$ cat src/rtl/serial_frame_rx.sv
// Serial frame receiver: start bit, WIDTH data bits MSB first, optional even parity, stop(0).
// Delivers good words into a valid/ready holding register; flags parity, framing and overrun.
module serial_frame_rx #(
  parameter int WIDTH     = 4,
  parameter bit PARITY_EN = 1'b1
) (
  input  logic             clk,
  input  logic             reset,
  input  logic             bit_en,
  input  logic             sdi,
  output logic [WIDTH-1:0] m_data,
  output logic             m_valid,
  input  logic             m_ready,
  output logic             busy,
  output logic             parity_err,
  output logic             frame_err,
  output logic             overrun
);

  localparam int CW = $clog2(WIDTH + 1);

  typedef enum logic [1:0] {IDLE, DATA, PARITY, STOP} state_t;

  state_t           state, state_nxt;
  logic [CW-1:0]    cnt, cnt_nxt;
  logic [WIDTH-1:0] shreg, shreg_nxt;
  logic             par, par_nxt;
  logic             perr, ferr, stop_edge, good, load, drop_full;

  always_comb begin
    state_nxt = state;
    cnt_nxt   = cnt;
    shreg_nxt = shreg;
    par_nxt   = par;
    perr      = 1'b0;
    ferr      = 1'b0;
    stop_edge = 1'b0;
    if (bit_en) begin
      case (state)
        IDLE: if (sdi) begin
          state_nxt = DATA;
          cnt_nxt   = '0;
        end
        DATA: begin
          shreg_nxt = {shreg[WIDTH-2:0], sdi};
          cnt_nxt   = cnt + CW'(1);
          if (cnt == CW'(WIDTH - 1)) state_nxt = PARITY_EN ? PARITY : STOP;
        end
        PARITY: begin
          par_nxt   = sdi;
          state_nxt = STOP;
        end
        STOP: begin
          stop_edge = 1'b1;
          perr      = PARITY_EN && ((^shreg) != par);
          ferr      = sdi;
          state_nxt = IDLE;
        end
        default: state_nxt = IDLE;
      endcase
    end
  end

  // A consumer taking the old word on the stop edge frees the register for the new one.
  assign good      = stop_edge && !perr && !ferr;
  assign load      = good && (!m_valid || m_ready);
  assign drop_full = good && m_valid && !m_ready;
  assign busy      = (state != IDLE);

  always_ff @(posedge clk or posedge reset) begin
    if (reset) begin
      state      <= IDLE;
      cnt        <= '0;
      shreg      <= '0;
      par        <= 1'b0;
      m_data     <= '0;
      m_valid    <= 1'b0;
      parity_err <= 1'b0;
      frame_err  <= 1'b0;
      overrun    <= 1'b0;
    end else begin
      state      <= state_nxt;
      cnt        <= cnt_nxt;
      shreg      <= shreg_nxt;
      par        <= par_nxt;
      parity_err <= perr;
      frame_err  <= ferr;
      overrun    <= drop_full;
      if (load) begin
        m_data  <= shreg;
        m_valid <= 1'b1;
      end else if (m_ready) begin
        m_valid <= 1'b0;
      end
    end
  end

endmodule

$ cat config.mk
export PLATFORM = sky130hd
export DESIGN_NAME = serial_frame_rx
export DESIGN_NICKNAME = d
export VERILOG_FILES = /design/src/rtl/serial_frame_rx.sv
export SDC_FILE = /design/constraint.sdc
export NUM_CORES = 1
export LEC_CHECK = 0
export ABC_AREA = 1
export ABC_CLOCK_PERIOD_IN_PS = 1300
export CAP_MARGIN = 5
export CORE_MARGIN = 2
export CORE_UTILIZATION = 46
export CTS_CLUSTER_SIZE = 14
export DETAILED_ROUTE_END_ITERATION = 6
export GPL_TIMING_DRIVEN = 1
export PLACE_DENSITY_LB_ADDON = 0.25
export REMOVE_ABC_BUFFERS = 1
export SKIP_LAST_GASP = 1
export SLEW_MARGIN = 10
export SYNTH_ARGS = -nofsm -noshare
export SYNTH_HDL_FRONTEND = slang
export SYNTH_SLANG_ARGS = --single-unit
$ cat constraint.sdc
create_clock -name clk -period 1.3 [get_ports clk]
set_clock_uncertainty 0.05 [all_clocks]
set_input_delay 0.26 -clock clk [delete_from_list [all_inputs] [get_ports clk]]
set_output_delay 0.26 -clock clk [all_outputs]
set_load 0.02 [all_outputs]
; ---- Yosys cells after proc, flatten, opt, wreduce, memory -nomap -nowiden
; Cells that the tools add are included.
[word_totals]
word_cells = 49
inputBits = 5
regBits = 18
out_inout_bits = 9
[classes]
muxes = 13
n_addsub = 1
n_reduce_logical = 19
eq_ne = 7
[op_table]
columns = op, n
row1 = $mux 1, 8
row2 = $pmux 2 s4, 1
row3 = $pmux 3 s2, 1
row4 = $reduce_and 3->1, 2
row5 = $reduce_bool 2->1, 3
row6 = $logic_and 1x1->1, 5
row7 = $eq 2x2->1 const B, 2
row8 = $logic_not 1->1, 4
row9 = $mux 2, 2
row10 = $ne 2x2->1 const B, 2
row11 = $reduce_and 2->1, 2
row12 = $reduce_xor 4->1, 1
row13 = $add 3x1->3 const B, 1
row14 = $eq 3x2->1 const B, 1
row15 = $mux 3, 1
row16 = $eq 2x1->1 const B, 1
row17 = $logic_not 2->1, 1
row18 = $logic_or 1x1->1, 1
row19 = $ne 1x1->1, 1

; ---- Depth between registers and ports, before layout
[depth]
depth_word = 9
mapped_depth = 10
mapped_depth_nobuf = 10

; ---- Worst setup path after synthesis
; Ideal clock, no wire load.
[synth_timing]
kind = flip-flop to flip-flop
startpoint = register state[0]
endpoint = register state[0]
period_less_slack_ps = 1416
slack_ps = -116
path_buffers = 0
required_time_ps = 1121
setup_time_ps = 129
path_stages_with_launch = 8
arrival_time_ps = 1237
cell_sequence = dfrtp_1 inv_1 ha_1 inv_1 o21ai_0 nor2_1 o21ai_0 o21ai_0
[synth_via]
elab_chain_len = 3
word_cells_on_any_way = 8
classes_between = eq/ne: 5 / mux: 1 / reduce/logical: 2
[synth_lines]
columns = element, line
row1 = "start, declared", 24  ; state_t state, state_nxt;
row2 = "start signal, assigned", 82  ; state <= state_nxt;
row3 = $eq 2x1->1 / $logic_not 2->1 (equally long branches), 39  ; case (state)
row4 = $ne 2x2->1 (no line), n/a
row5 = $reduce_and 3->1 (no line), n/a
; Several ways; a longest one is shown, not always the timed one.
; A chain may end at the register's enable or synchronous reset.

; ---- Worst setup path after layout
[layout_timing]
startpoint = register state[0]
endpoint = output busy
[layout_via]
elab_chain_len = 1
[layout_lines]
columns = element, line
row1 = $reduce_bool 2->1, 68  ; assign busy = (state != IDLE);
row2 = "end, declared", 14  ; output logic busy,
; Every way passes these cells.

==> run_results.csv <==
group,metric,value,unit
clocking,clock-sinks,18,
global_route,grt_usage,0.155,
yosys,synth.area.top_cells,"dfrtp_1 (52%), nand2_1 (9.0%), ha_1 (8.6%)",
job,cap_violations,0,
pwr,leakage,0.620,nW
timing,period_needed,1.37,ns
clocking,tritoncts,"built",
hold_path,hold_class,"input port to asynchronous set/reset pin",
critical_path,crit_slowest_cell,"dfrtp_1",
critical_path,path_cells,"inv_2 -> ha_4 -> inv_2 -> buf_6",
clocking,worstSkewPairLatency,0.28,ns
final_layout,post-route-util,0.690,
placed_design,post-place-ws,-0.249,ns
global_route,grt_pass1_vias,622,
timing,setup_ws,-0.0714,ns
final_layout,antenna_cells_inserted,0,
clocking,cts_setup_buffers,0,
yosys,synth_xor_area_frac,0.0100,
pwr,powerDensity,2280,nW/µm²
global_route,grt_max_degree,19,
yosys,async_flop_share,1.00,
run_status,violations,"negative setup slack",
yosys,synth_cell_type_count,18,
floorplanning,fp.dieH,47.6,µm
yosys,ys_seq_area_frac,0.516,
timing,worst_pin_slew,0.250,ns
placed_design,gp_congestion,0.761,
global_route,antenna_found_initial,0,
routing,totalWireLength,1510,µm
routing,wl_per_cell,10.2,µm
final_layout,drive_above_1_share,0.398,
yosys,synth_compound_area_frac,0.0774,
yosys,synth-simple-area-share,0.235,
critical_path,crit_arrival,1.06,ns
clocking,numCtsBuffers,3,
yosys,synthFlopType,"dfrtp_1",
routing,dr.pass1.iters,4,
critical_path,cp-start-kind,"flip-flop",
yosys,yosys-top-cells-count,"nand2_1 (21), dfrtp_1 (18), inv_1 (15), o21ai_0 (8)",
floorplanning,die-area,2260,µm²
critical_path,end_kind,"output pin",
run_status,status,"complete, but fails checks",
yosys,synth.avg_cell_area,9.29,µm²
critical_path,crit_family,"flip-flops",
critical_path,max_stage_delay,0.40,ns
routing,antenna_left,0,
critical_path,required,0.99,ns
clocking,cts.clk_slew.worst_paths,0.10,ns
yosys,synth_edf_count,0,
critical_path,crit_start,"state[0]",
critical_path,setup.worst_path.class,"flip-flop to output pin",
critical_path,cpMostUsedCell,"inv_2",
critical_path,r2r_start,"state[0]",
yosys,syn_area,873,µm²
yosys,yosysMostFrequentCell,"nand2_1",
routing,via_per_inst,4.62,
floorplanning,core_area,1760,µm²
critical_path,worst-path-buf-inv,3,
yosys,muxShareOfSynthArea,0.0115,
floorplanning,top_level_ports,14,
yosys,yosys_warnings,0,
final_layout,area.growth.synth_to_final,39.4,%
timing,final_hold_viol_count,0,
routing,drc,0,
yosys,synth_adder_area_share,0.0860,
floorplanning,die_x,47.6,µm
floorplanning,initial_utilization,0.495,
routing,drtIter0Drc,4,
clocking,root_buffer,"clkbuf_4",
timing,relSlewSlack,0.833,
placed_design,numPortBuffers,13,
yosys,ys_ff_latch,18,
critical_path,cp_max_fo,2,
yosys,synth_top_family_by_area,"simple AND/OR/NAND/NOR gates",
clocking,h-tree-depth,1,
floorplanning,rows,15,
pwr,ir_drop,1220,µV
routing,vias,684,
final_layout,fillCellCount,159,
yosys,synth_top_area_share,0.516,
timing,setup_viol,5,
yosys,synth_top_area_cell,"dfrtp_1",
timing,layout_worst_path_cycle_share,1.05,
timing,drv_slew,0,
timing,rsz0062_at_grt,"true",
clocking,cts_max_path_buffers,2,
global_route,grt_pass1_wl,2480,µm
global_route,overflow,0,
final_layout,final_nets,135,
yosys,synth_cells,94,
timing,fmax,729,MHz
placed_design,place.detailed.hpwl,1150,µm
report_power, final:
part,leakage [nW],internal [mW],switching [mW]
combinational,0.366,0.679,0.858
sequential,0.233,0.765,0.149
clock,0.0210,0.170,0.159
total,0.620,1.61,1.17
layer usage:
layer  global-route usage  wire length, µm
met1                0.204              698
met2                0.254              757
met3               0.0340               52
met4               0.0486                0
met5                    0                0
worst min-delay path, stage by stage:
cell and delay [ns]:
clkdlybuf4s50_1 0.40, inv_1 0.06, buf_4 0.24
stage by stage:
step                hold slack, ns  setup TNS, ns  std cells  cell area, µm²  power (mW)
floorplan                    0.149         -0.436         94             873        1.75
global placement             0.404          -2.16        144            1120        2.24
detailed placement           0.414          -2.40        144            1120        2.27
CTS                          0.233         -0.156        148            1210        2.73
global route                 0.246         -0.826        148            1220        3.05
finish                       0.246         -0.133        148            1220        2.78
cell families after synthesis:
logic type | after synthesis
buffers and inverters | 15
DFF | 18
and+or+nand+nor | 40
AOI/OAI and AO/OA | 13
xor gates and xnor gates | 1
muxes | 1
adders and majority gates | 6
sequential cells by signal, summed over array words and instances (netlist names):
name	cells
state	2
m_valid	1
overrun	1
cnt	3
m_data	4
shreg	4
frame_err	1
parity_err	1
par	1
layout by cell type (no fill, tap or decap), types with 4 or more instances in the layout:
master           Yosys  routed
dfrtp_1             18      18
nand2_1             21      17
clkdlybuf4s50_1      0       4
nor2_1               6       4
nand2_2              3       7
inv_1               15      10
ha_1                 6       4
nand4_1              4       4
inv_2                0       5
clkbuf_2             0       6
buf_4                0      11
what timing repair did:
item / CTS / global route
gates resized for setup: 38 / 19
endpoints found under the setup margin: 18 / 24
pin swaps: 4 / 6
hold endpoints to repair: 0 / 0
hold buffers: 0 / 0
path summary, 6_finish.rpt:
check	to	slack (ns)	depth (start not counted)
setup / recovery	busy	-0.07	4
hold / removal	frame_err	0.25	3
setup reg to reg	state[0]	-0.02	8
hold reg to reg	m_data[1]	0.44	2
max in group asynchronous	parity_err	0.76	3
min in group clk	m_data[1]	0.44	2
final cells by class:
class / instances / area, µm² / share of cell area
well taps: 25 / 31.3 / 0.0257
flip-flops and latches: 18 / 450 / 0.370
multi-input cells: 61 / 448 / 0.368
repair buffers: 25 / 195 / 0.160
inverters: 15 / 56.3 / 0.0462
clock buffers: 4 / 36.3 / 0.0298
Power figures use the tool's default switching activity.
